==> src/rtl/spi_ram_arbiter.sv <==
// spi_ram_arbiter: SPI command decoder sharing one RAM with a host port.
// SPI has priority; a starvation guard forces a host grant.
module spi_ram_arbiter #(
  parameter int ADDR_WIDTH        = 8,
  parameter int DATA_WIDTH        = 8,
  parameter int HOST_STARVE_LIMIT = 4
) (
  input  logic                  clk,
  input  logic                  rst_n,
  input  logic [ADDR_WIDTH+1:0] spi_rx_data,
  input  logic                  spi_rx_valid,
  output logic [DATA_WIDTH-1:0] spi_tx_data,
  output logic                  spi_tx_valid,
  input  logic                  host_req,
  input  logic                  host_we,
  input  logic [ADDR_WIDTH-1:0] host_addr,
  input  logic [DATA_WIDTH-1:0] host_wdata,
  output logic                  host_gnt,
  output logic                  host_rvalid,
  output logic [DATA_WIDTH-1:0] host_rdata,
  output logic                  ram_en,
  output logic                  ram_we,
  output logic [ADDR_WIDTH-1:0] ram_addr,
  output logic [DATA_WIDTH-1:0] ram_wdata,
  input  logic [DATA_WIDTH-1:0] ram_rdata,
  output logic                  err_overflow,
  input  logic                  clr_err,
  output logic                  busy
);

  localparam int AW = ADDR_WIDTH;
  localparam int DW = DATA_WIDTH;
  localparam int SW = $clog2(HOST_STARVE_LIMIT + 1);
  localparam logic [SW-1:0] LIMIT = SW'(HOST_STARVE_LIMIT);

  typedef enum logic [1:0] {
    IDLE    = 2'd0,
    ACCESS  = 2'd1,
    RD_WAIT = 2'd2
  } state_e;

  state_e        state_q, state_d;
  logic          spi_pend_q, spi_pend_d;
  logic [AW+1:0] spi_cmd_q, spi_cmd_d;
  logic [AW-1:0] wr_addr_q, wr_addr_d;
  logic [AW-1:0] rd_addr_q, rd_addr_d;
  logic [SW-1:0] starve_q, starve_d;
  logic          owner_q, owner_d;
  logic          rd_q, rd_d;
  logic          ram_en_q, ram_en_d;
  logic          ram_we_q, ram_we_d;
  logic [AW-1:0] ram_addr_q, ram_addr_d;
  logic [DW-1:0] ram_wdata_q, ram_wdata_d;
  logic          host_gnt_q, host_gnt_d;
  logic          host_rvalid_q, host_rvalid_d;
  logic [DW-1:0] host_rdata_q, host_rdata_d;
  logic          tx_valid_q, tx_valid_d;
  logic [DW-1:0] tx_data_q, tx_data_d;
  logic          err_q, err_d;

  logic          idle;
  logic          pend_rd;
  logic [AW-1:0] pend_pl;
  logic          pend_latch;
  logic          pend_ram;
  logic          rx_ram;
  logic          starved;
  logic          host_win;
  logic          spi_win;
  logic          consume;
  logic          overflow;

  // Arbitration decode; an SPI RAM command arriving this edge
  // also holds the host off so simultaneous requests favour SPI.
  assign idle       = (state_q == IDLE);
  assign pend_rd    = spi_cmd_q[AW+1];
  assign pend_pl    = spi_cmd_q[AW-1:0];
  assign pend_latch = spi_pend_q & ~spi_cmd_q[AW];
  assign pend_ram   = spi_pend_q & spi_cmd_q[AW];
  assign rx_ram     = spi_rx_valid & spi_rx_data[AW];
  assign starved    = host_req & (starve_q == LIMIT);
  assign host_win   = idle & host_req & ~pend_latch
                    & (starved | (~pend_ram & ~rx_ram));
  assign spi_win    = idle & pend_ram & ~host_win;
  assign consume    = idle & (pend_latch | spi_win);
  assign overflow   = spi_rx_valid & spi_pend_q & ~consume;

  // One-entry SPI command buffer and sticky overflow flag.
  always_comb begin
    spi_pend_d = spi_pend_q;
    spi_cmd_d  = spi_cmd_q;
    if (consume) begin
      spi_pend_d = 1'b0;
    end
    if (spi_rx_valid && (!spi_pend_q || consume)) begin
      spi_pend_d = 1'b1;
      spi_cmd_d  = spi_rx_data;
    end
    err_d = err_q;
    if (overflow) begin
      err_d = 1'b1;
    end else if (clr_err) begin
      err_d = 1'b0;
    end
  end

  // FSM next state and registered outputs.
  always_comb begin
    state_d       = state_q;
    wr_addr_d     = wr_addr_q;
    rd_addr_d     = rd_addr_q;
    starve_d      = starve_q;
    owner_d       = owner_q;
    rd_d          = rd_q;
    ram_en_d      = ram_en_q;
    ram_we_d      = ram_we_q;
    ram_addr_d    = ram_addr_q;
    ram_wdata_d   = ram_wdata_q;
    host_gnt_d    = 1'b0;
    host_rvalid_d = 1'b0;
    host_rdata_d  = host_rdata_q;
    tx_valid_d    = 1'b0;
    tx_data_d     = tx_data_q;
    unique case (state_q)
      IDLE: begin
        ram_en_d = 1'b0;
        ram_we_d = 1'b0;
        unique case (1'b1)
          pend_latch: begin
            if (pend_rd) rd_addr_d = pend_pl;
            else         wr_addr_d = pend_pl;
          end
          host_win: begin
            host_gnt_d  = 1'b1;
            ram_en_d    = 1'b1;
            ram_we_d    = host_we;
            ram_addr_d  = host_addr;
            ram_wdata_d = host_wdata;
            owner_d     = 1'b1;
            rd_d        = ~host_we;
            starve_d    = '0;
            state_d     = ACCESS;
          end
          spi_win: begin
            ram_en_d    = 1'b1;
            ram_we_d    = ~pend_rd;
            ram_wdata_d = DW'(pend_pl);
            owner_d     = 1'b0;
            rd_d        = pend_rd;
            if (pend_rd) begin
              ram_addr_d = rd_addr_q;
              rd_addr_d  = rd_addr_q + AW'(1);
            end else begin
              ram_addr_d = wr_addr_q;
              wr_addr_d  = wr_addr_q + AW'(1);
            end
            if (!host_req)          starve_d = '0;
            else if (starve_q != LIMIT)
              starve_d = starve_q + SW'(1);
            state_d     = ACCESS;
          end
          default: ;
        endcase
      end
      ACCESS: begin
        ram_en_d = 1'b0;
        ram_we_d = 1'b0;
        state_d  = rd_q ? RD_WAIT : IDLE;
      end
      RD_WAIT: begin
        if (owner_q) begin
          host_rvalid_d = 1'b1;
          host_rdata_d  = ram_rdata;
        end else begin
          tx_valid_d = 1'b1;
          tx_data_d  = ram_rdata;
        end
        state_d = IDLE;
      end
      default: state_d = IDLE;
    endcase
  end

  // State and output registers; reset drops any in-flight read.
  always_ff @(posedge clk or negedge rst_n) begin
    if (!rst_n) begin
      state_q       <= IDLE;
      spi_pend_q    <= 1'b0;
      spi_cmd_q     <= '0;
      wr_addr_q     <= '0;
      rd_addr_q     <= '0;
      starve_q      <= '0;
      owner_q       <= 1'b0;
      rd_q          <= 1'b0;
      ram_en_q      <= 1'b0;
      ram_we_q      <= 1'b0;
      ram_addr_q    <= '0;
      ram_wdata_q   <= '0;
      host_gnt_q    <= 1'b0;
      host_rvalid_q <= 1'b0;
      host_rdata_q  <= '0;
      tx_valid_q    <= 1'b0;
      tx_data_q     <= '0;
      err_q         <= 1'b0;
    end else begin
      state_q       <= state_d;
      spi_pend_q    <= spi_pend_d;
      spi_cmd_q     <= spi_cmd_d;
      wr_addr_q     <= wr_addr_d;
      rd_addr_q     <= rd_addr_d;
      starve_q      <= starve_d;
      owner_q       <= owner_d;
      rd_q          <= rd_d;
      ram_en_q      <= ram_en_d;
      ram_we_q      <= ram_we_d;
      ram_addr_q    <= ram_addr_d;
      ram_wdata_q   <= ram_wdata_d;
      host_gnt_q    <= host_gnt_d;
      host_rvalid_q <= host_rvalid_d;
      host_rdata_q  <= host_rdata_d;
      tx_valid_q    <= tx_valid_d;
      tx_data_q     <= tx_data_d;
      err_q         <= err_d;
    end
  end

  assign spi_tx_data  = tx_data_q;
  assign spi_tx_valid = tx_valid_q;
  assign host_gnt     = host_gnt_q;
  assign host_rvalid  = host_rvalid_q;
  assign host_rdata   = host_rdata_q;
  assign ram_en       = ram_en_q;
  assign ram_we       = ram_we_q;
  assign ram_addr     = ram_addr_q;
  assign ram_wdata    = ram_wdata_q;
  assign err_overflow = err_q;
  assign busy         = (state_q != IDLE);

endmodule

==> config.mk <==
export PLATFORM = sky130hd
export DESIGN_NAME = spi_ram_arbiter
export DESIGN_NICKNAME = d
export VERILOG_FILES = /design/src/rtl/spi_ram_arbiter.sv
export SDC_FILE = /design/constraint.sdc
export NUM_CORES = 1
export LEC_CHECK = 0
export CORE_ASPECT_RATIO = 1.25
export CORE_MARGIN = 1
export CORE_UTILIZATION = 50
export CTS_CLUSTER_SIZE = 25
export DETAILED_ROUTE_END_ITERATION = 10
export PLACE_DENSITY = 0.8
export SETUP_SLACK_MARGIN = 0.1
export SKIP_CTS_REPAIR_TIMING = 1
export SYNTH_ARGS = -nofsm -noshare
export SYNTH_HDL_FRONTEND = slang
export SYNTH_SLANG_ARGS = --single-unit
==> constraint.sdc <==
create_clock -name clk -period 2.01 [get_ports clk]
set_input_delay 0.402 -clock clk [delete_from_list [all_inputs] [get_ports clk]]
set_output_delay 0.402 -clock clk [all_outputs]
set_load 0.005 [all_outputs]
Word level (Yosys, flattened, before mapping)
Cells that the tools add are included.
{ "word_totals": {"reg_bits": 72, "latch_bits": 0, "mem_bits_rw": 0, "mem_bits_ro": 0, "in_bits": 40, "out_inout_bits": 39, "elab_cells": 103, "n_memories": 0} }
{ "op_classes": {"add_sub_neg": 3, "multipliers": 0, "div": 0, "n_lt_le_gt_ge": 0, "n_eq_ne": 10, "shifts": 0, "n_mux": 31, "n_bitwise": 24, "reduce_logical": 17} }
{ "op_table": {"columns": ["cell", "count"], "rows": [
  ["$pmux W8 S2", 4],
  ["$mux W8", 5],
  ["$add A8 B1 Y8 const B", 2],
  ["$and A1 B1 Y1", 13],
  ["$reduce_bool A2 Y1", 6],
  ["$mux W1", 11],
  ["$ne A2 B2 Y1 const B", 5],
  ["$pmux W1 S2", 5],
  ["$not A1 Y1", 9],
  ["$reduce_and A4 Y1", 2],
  ["$mux W3", 2],
  ["$pmux W3 S2", 1],
  ["$reduce_and A2 Y1", 3],
  ["$mux W2", 2],
  ["$pmux W2 S2", 1],
  ["$add A3 B1 Y3 const B", 1],
  ["$eq A3 B3 Y1 const B", 1],
  ["$ne A3 B2 Y1 const B", 1],
  ["$ne A3 B3 Y1 const B", 1],
  ["$reduce_and A3 Y1", 1],
  ["$eq A2 B1 Y1 const B", 1],
  ["$eq A2 B2 Y1 const B", 1],
  ["$logic_not A2 Y1", 1],
  ["$or A1 B1 Y1", 2],
  ["other kinds (4)", 4]
]} }

Logic depth before layout (Yosys ltp)
Gate-level depths: netlist (run 1).
{ "logic_depth": {"ltp_word": 12, "mapped_depth": 9, "ltp_nobuf": 7} }

Worst setup path after synthesis (run 1)
Ideal clock, no wire load.
{ "synth_path": {"path_kind": "register -> register", "start": "register starve_q[0]", "end": "register rd_addr_q[3]", "setup_time_ns": 0.139, "arrival_time_ns": 1.717, "required_ns": 1.871, "slack_ns": 0.154, "stages_incl_launch_ff": 9, "path_buffers": 1, "synth_period_minus_slack_ns": 1.856, "cell_sequence": "dfrtp_1 > inv_1 > ha_1 > and2_1 > o2111ai_4 > inv_2 > buf_2 > o311ai_0 > o21ai_0"} }
{ "synth_between": {"elab_chain_cells": 8, "word_cells_on_any_way": 10, "classes_between": "eq/ne (2); mux (1); bitwise (5); reduce/logical (2)"} }
{ "synth_rtl": {"columns": ["item", "line_no", "text"], "rows": [
  ["start, declared", "47", "logic [SW-1:0] starve_q, starve_d;"],
  ["start signal, assigned", "211", "starve_q <= starve_d;"],
  ["$eq A3 B3 Y1 *", "81", "assign starved = host_req & (starve_q == LIMIT);"],
  ["$and A1 B1 Y1 *", "81", null],
  ["$or A1 B1 Y1 *", "83", "& (starved | (~pend_ram & ~rx_ram));"],
  ["$and A1 B1 Y1 *", "83", null],
  ["$not A1 Y1 *", "84", "assign spi_win = idle & pend_ram & ~host_win;"],
  ["$and A1 B1 Y1 *", "84", null],
  ["$ne A2 B2 Y1 (no line) or $reduce_bool A2 Y1 (tied branches)", null, null],
  ["$reduce_and A4 Y1 (no line)", null, null],
  ["end signal, assigned", "210", "rd_addr_q <= rd_addr_d;"],
  ["end, declared", "46", "logic [AW-1:0] rd_addr_q, rd_addr_d;"]
]} }
Every way passes the cells marked *; elsewhere a longest branch is shown, timed or not.
A chain may end at the register's enable or synchronous reset.

Worst setup path in the final report (run 1)
{ "layout_path": {"start": "register state_q[1]", "end": "register wr_addr_q[5]"} }
{ "layout_between": {"elab_chain_cells": 8, "word_cells_on_any_way": 11, "classes_between": "eq/ne (1); mux (1); bitwise (6); reduce/logical (3)"} }
{ "layout_rtl": {"columns": ["item", "line_no", "text"], "rows": [
  ["start, declared", "42", "state_e state_q, state_d;"],
  ["start signal, assigned", "206", "state_q <= state_d;"],
  ["$logic_not A2 Y1 *", "75, 124", null],
  ["$and A1 B1 Y1 (2 in a row)", "82", "assign host_win = idle & host_req & ~pend_latch"],
  ["$and A1 B1 Y1", "83", null],
  ["$not A1 Y1", "84", null],
  ["$and A1 B1 Y1", "84", null],
  ["$ne A2 B2 Y1 (no line) or $reduce_bool A2 Y1 (tied branches)", null, null],
  ["$reduce_and A4 Y1 (no line)", null, null],
  ["end signal, assigned", "209", "wr_addr_q <= wr_addr_d;"],
  ["end, declared", "45", "logic [AW-1:0] wr_addr_q, wr_addr_d;"]
]} }
Marks and branches as above.

==> reports/qor.csv, run 1 <==
stage;metric;value;unit
critical_path;critPathCaptureType;register;
power;power-per-cell-area;1630;mW/mm²
sta;finalClockSkew;0.0146;ns
synth;synth_area_leaders;dfrtp_1, nand2_1, mux2_2;
sta;maxSlewViolCount;0;
floorplanning;fp.coreArea;0.00657;mm²
detailed_routing;first_pass_iters;5;
detailed_routing;viasPerCell;5.83;
critical_path;rrSetupSlack;0.10;ns
clocking;cts_tree;done;
sta;finalSetupViolations;0;
critical_path;critical_path_class;register to register;
synth;synth_most_common_cell;dfrtp_1;
grt;grt_pass1_vias;2974;
clocking;max-clock-path-buffers;2;
sta;fmax;0.524;GHz
detailed_routing;drt_iter0_markers;373;
synth;synth.distinct_cells;49;
sta;fin_crit_sh;94.9;%
power;clockPowerShare;15.0;%
power;combPwrFrac;49.0;%
critical_path;worstPathRequired;2.24;ns
synth;syn_avg_cell_area;10.2;µm²
critical_path;crit_fanout;8;
clocking;cts_sinks;72;
sta;final_hold_viol_count;0;
detailed_routing;via_count;3089;
critical_path;worstPathArrival;2.13;ns
detailed_routing;remaining_drc_errors;0;
detailed_routing;ant_nets;0;
power;p_leak;2.06;nW
grt;overflow;0;
synth;synth_top_area_share;52.7;%
synth;synthFlopType;dfrtp_1;
critical_path;cpMostUsedCell;o311ai_4;
critical_path;critPathMaxStageDelay;0.63;ns
sta;max_slew_margin;65.2;%
final_layout;nets;482;
grt;grt_max_degree;57;
power;ir_worst_vdd;0.995;mV
clocking;cts_made_buffers;9;
final_layout;fin_cells;530;
clocking;htree_levels;3;
floorplanning;pin_count;79;
detailed_routing;wl;9.15;mm
clocking;cts_root_buffer;clkbuf_8;
placement;io_buffer_count;78;
sta;finalCriticalPeriod;1.91;ns
final_layout;area_growth;40.3;%
synth;syn_inst;336;
power;seqPwrFrac;36.0;%
final_layout;drive_gt1_share;18.7;%
critical_path;crit_path_top_delay_cell;or4b_4;
synth;netlist_area;0.00342;mm²
clocking;path_clk_slew;0.09;ns
hold_path;hp-class;register to register;
floorplanning;die_x;75.9;µm
sta;worstMarginPinSlew;0.518;ns
critical_path;cp-start-kind;register;
power;power_switching;3.01;mW
synth;ys_warn_count;0;
synth;ys_async_sr_fraction;100;%
critical_path;path_delay_family;simple AND/OR/NAND/NOR gates;
critical_path;cp_cell_sequence;or4b_4 -> buf_4 -> o311ai_4 -> o311ai_4;
flow_run;max_cap_violations;0;
power;p_total;7.82;mW
synth;seq_area_frac_synth;52.7;%
final_layout;antenna_cells;0;
floorplanning;fp-row-count;33;
detailed_routing;wl_per_cell;17.3;µm
final_layout;fin_util;73.0;%
synth;ys_seq_elements;72;
sta;rsz0062_at_grt;yes;
clocking;clkLatencyLatePin;0.35;ns
floorplanning;initial_core_util;52.0;%
floorplanning;die_y;94.4;µm
grt;antenna_found_initial;0;
grt;grt_pass1_wl;14.1;mm
floorplanning;dieArea;0.00717;mm²
synth;synth_common_cells;dfrtp_1, nand2_1, o21ai_0, a21oi_1, mux2_2;
placement;dpl.cell_count;507;
power;switching_share;38.4;%
power;p_int;4.82;mW
critical_path;critPathBufInv;1;
placement;place_hpwl;6.16;mm
synth;synth-edff-count;0;
synth;synth_top_area_cell;dfrtp_1;
placement;gp_congestion;0.841;
synth;syn_nets;380;
run_status;outcome;finished clean;
sta;fin_tns_setup;0;ns
grt;gr-usage-all-layers;25.5;%
final_layout;nFillCells;439;
==> stage by stage <==
step                hold slack [ns]  setup slack [ns]  instance area [µm²]
global placement              0.352           -0.0514                 4420
detailed placement            0.351            -0.109                 4420
global route                  0.508            0.0392                 4790
floorplan                     0.106             0.154                 3420
CTS                         -0.0293            -0.111                 4620
finish                        0.476             0.103                 4790
==> layout by cell type (no fill, tap or decap), types with 3 or more instances in the layout <==
cell type	count
a22oi_1	3
buf_4	24
mux2i_1	15
inv_1	7
dfrtp_1	71
nor3b_1	4
clkdlybuf4s50_1	76
ha_1	3
o211ai_1	4
inv_2	3
mux2_2	18
nor3_1	7
nor2_1	12
a21oi_1	22
nand2b_1	5
o311ai_0	4
clkbuf_8	10
nand2_1	60
o21ai_0	25
nand3_1	12
==> tightest hold or removal path, cell delays in order (launching register included) <==
cell and delay, ns:
dfrtp_1 0.34, nand2_1 0.05, nand2_1 0.05
==> worst paths after layout <==
check / startpoint / endpoint / cells after the start
setup / recovery: state_q[1] / wr_addr_q[5] / 4
hold / removal: host_rdata[3] / host_rdata[3] / 2
setup reg to reg: state_q[1] / wr_addr_q[5] / 4
hold reg to reg: host_rdata[3] / host_rdata[3] / 2
max in group asynchronous: rst_n / state_q[0] / 3
min in group asynchronous: rst_n / wr_addr_q[2] / 2
==> sequential cells by signal (all words and copies together) (netlist names), 2 cells and up <==
register / cells
spi_cmd_q: 10
host_rdata: 8
ram_addr: 8
ram_wdata: 8
rd_addr_q: 8
spi_tx_data: 8
wr_addr_q: 8
starve_q: 3
state_q: 2
==> kinds of logic after synthesis <==
family,after synthesis,synth area share (%)
adders and majority gates,4,1.46
muxes,33,10.3
AOI/OAI and AO/OA,75,14.0
and+or+nand+nor,123,17.9
DFF,72,52.7
buffers and inverters,29,3.52
==> power groups by stage <==
stage	Clock (mW)	Combinational (mW)	Sequential, mW
finish	1.17	3.84	2.81
global placement	0	3.37	2.74
global route	1.23	4.20	2.89
floorplan	0	1.94	2.64
detailed placement	0	3.46	2.78
CTS	1.17	3.48	2.76
==> routing by layer <==
layer	part of all wire (%)	vias up	global-route usage (%)	routed length, µm
li1	-	1404	-	-
met1	36	1495	29.7	3340
met2	50	158	43.4	4590
met3	9.5	32	8.21	873
met4	3.8	0	11.4	351
met5	0	-	0	0
==> area by class of cell <==
| type | count | area (µm²) | share of cell area (%) |
|---|---|---|---|
| Tap cell | 87 | 109 | 2.27 |
| Inverter | 12 | 50.0 | 1.04 |
| Timing Repair Buffer | 107 | 1030 | 21.4 |
| Sequential cell | 72 | 1800 | 37.6 |
| Multi-Input combinational cell | 236 | 1610 | 33.5 |
| Clock inverter | 4 | 53.8 | 1.12 |
| Clock buffer | 12 | 145 | 3.03 |
Note: power is estimated with default switching activity, not from simulation.
==> inputs of run 2 (changes only) <==
Settings changed: HOLD_SLACK_MARGIN set to 0.06.
==> results of run 2 <==
Final layout, timing and power as in run 1 (identical DEF).
==> inputs of run 3 (changes only) <==
Settings changed: CAP_MARGIN set to 20.
==> results of run 3 <==
Final layout, timing and power as in run 1 (identical DEF).
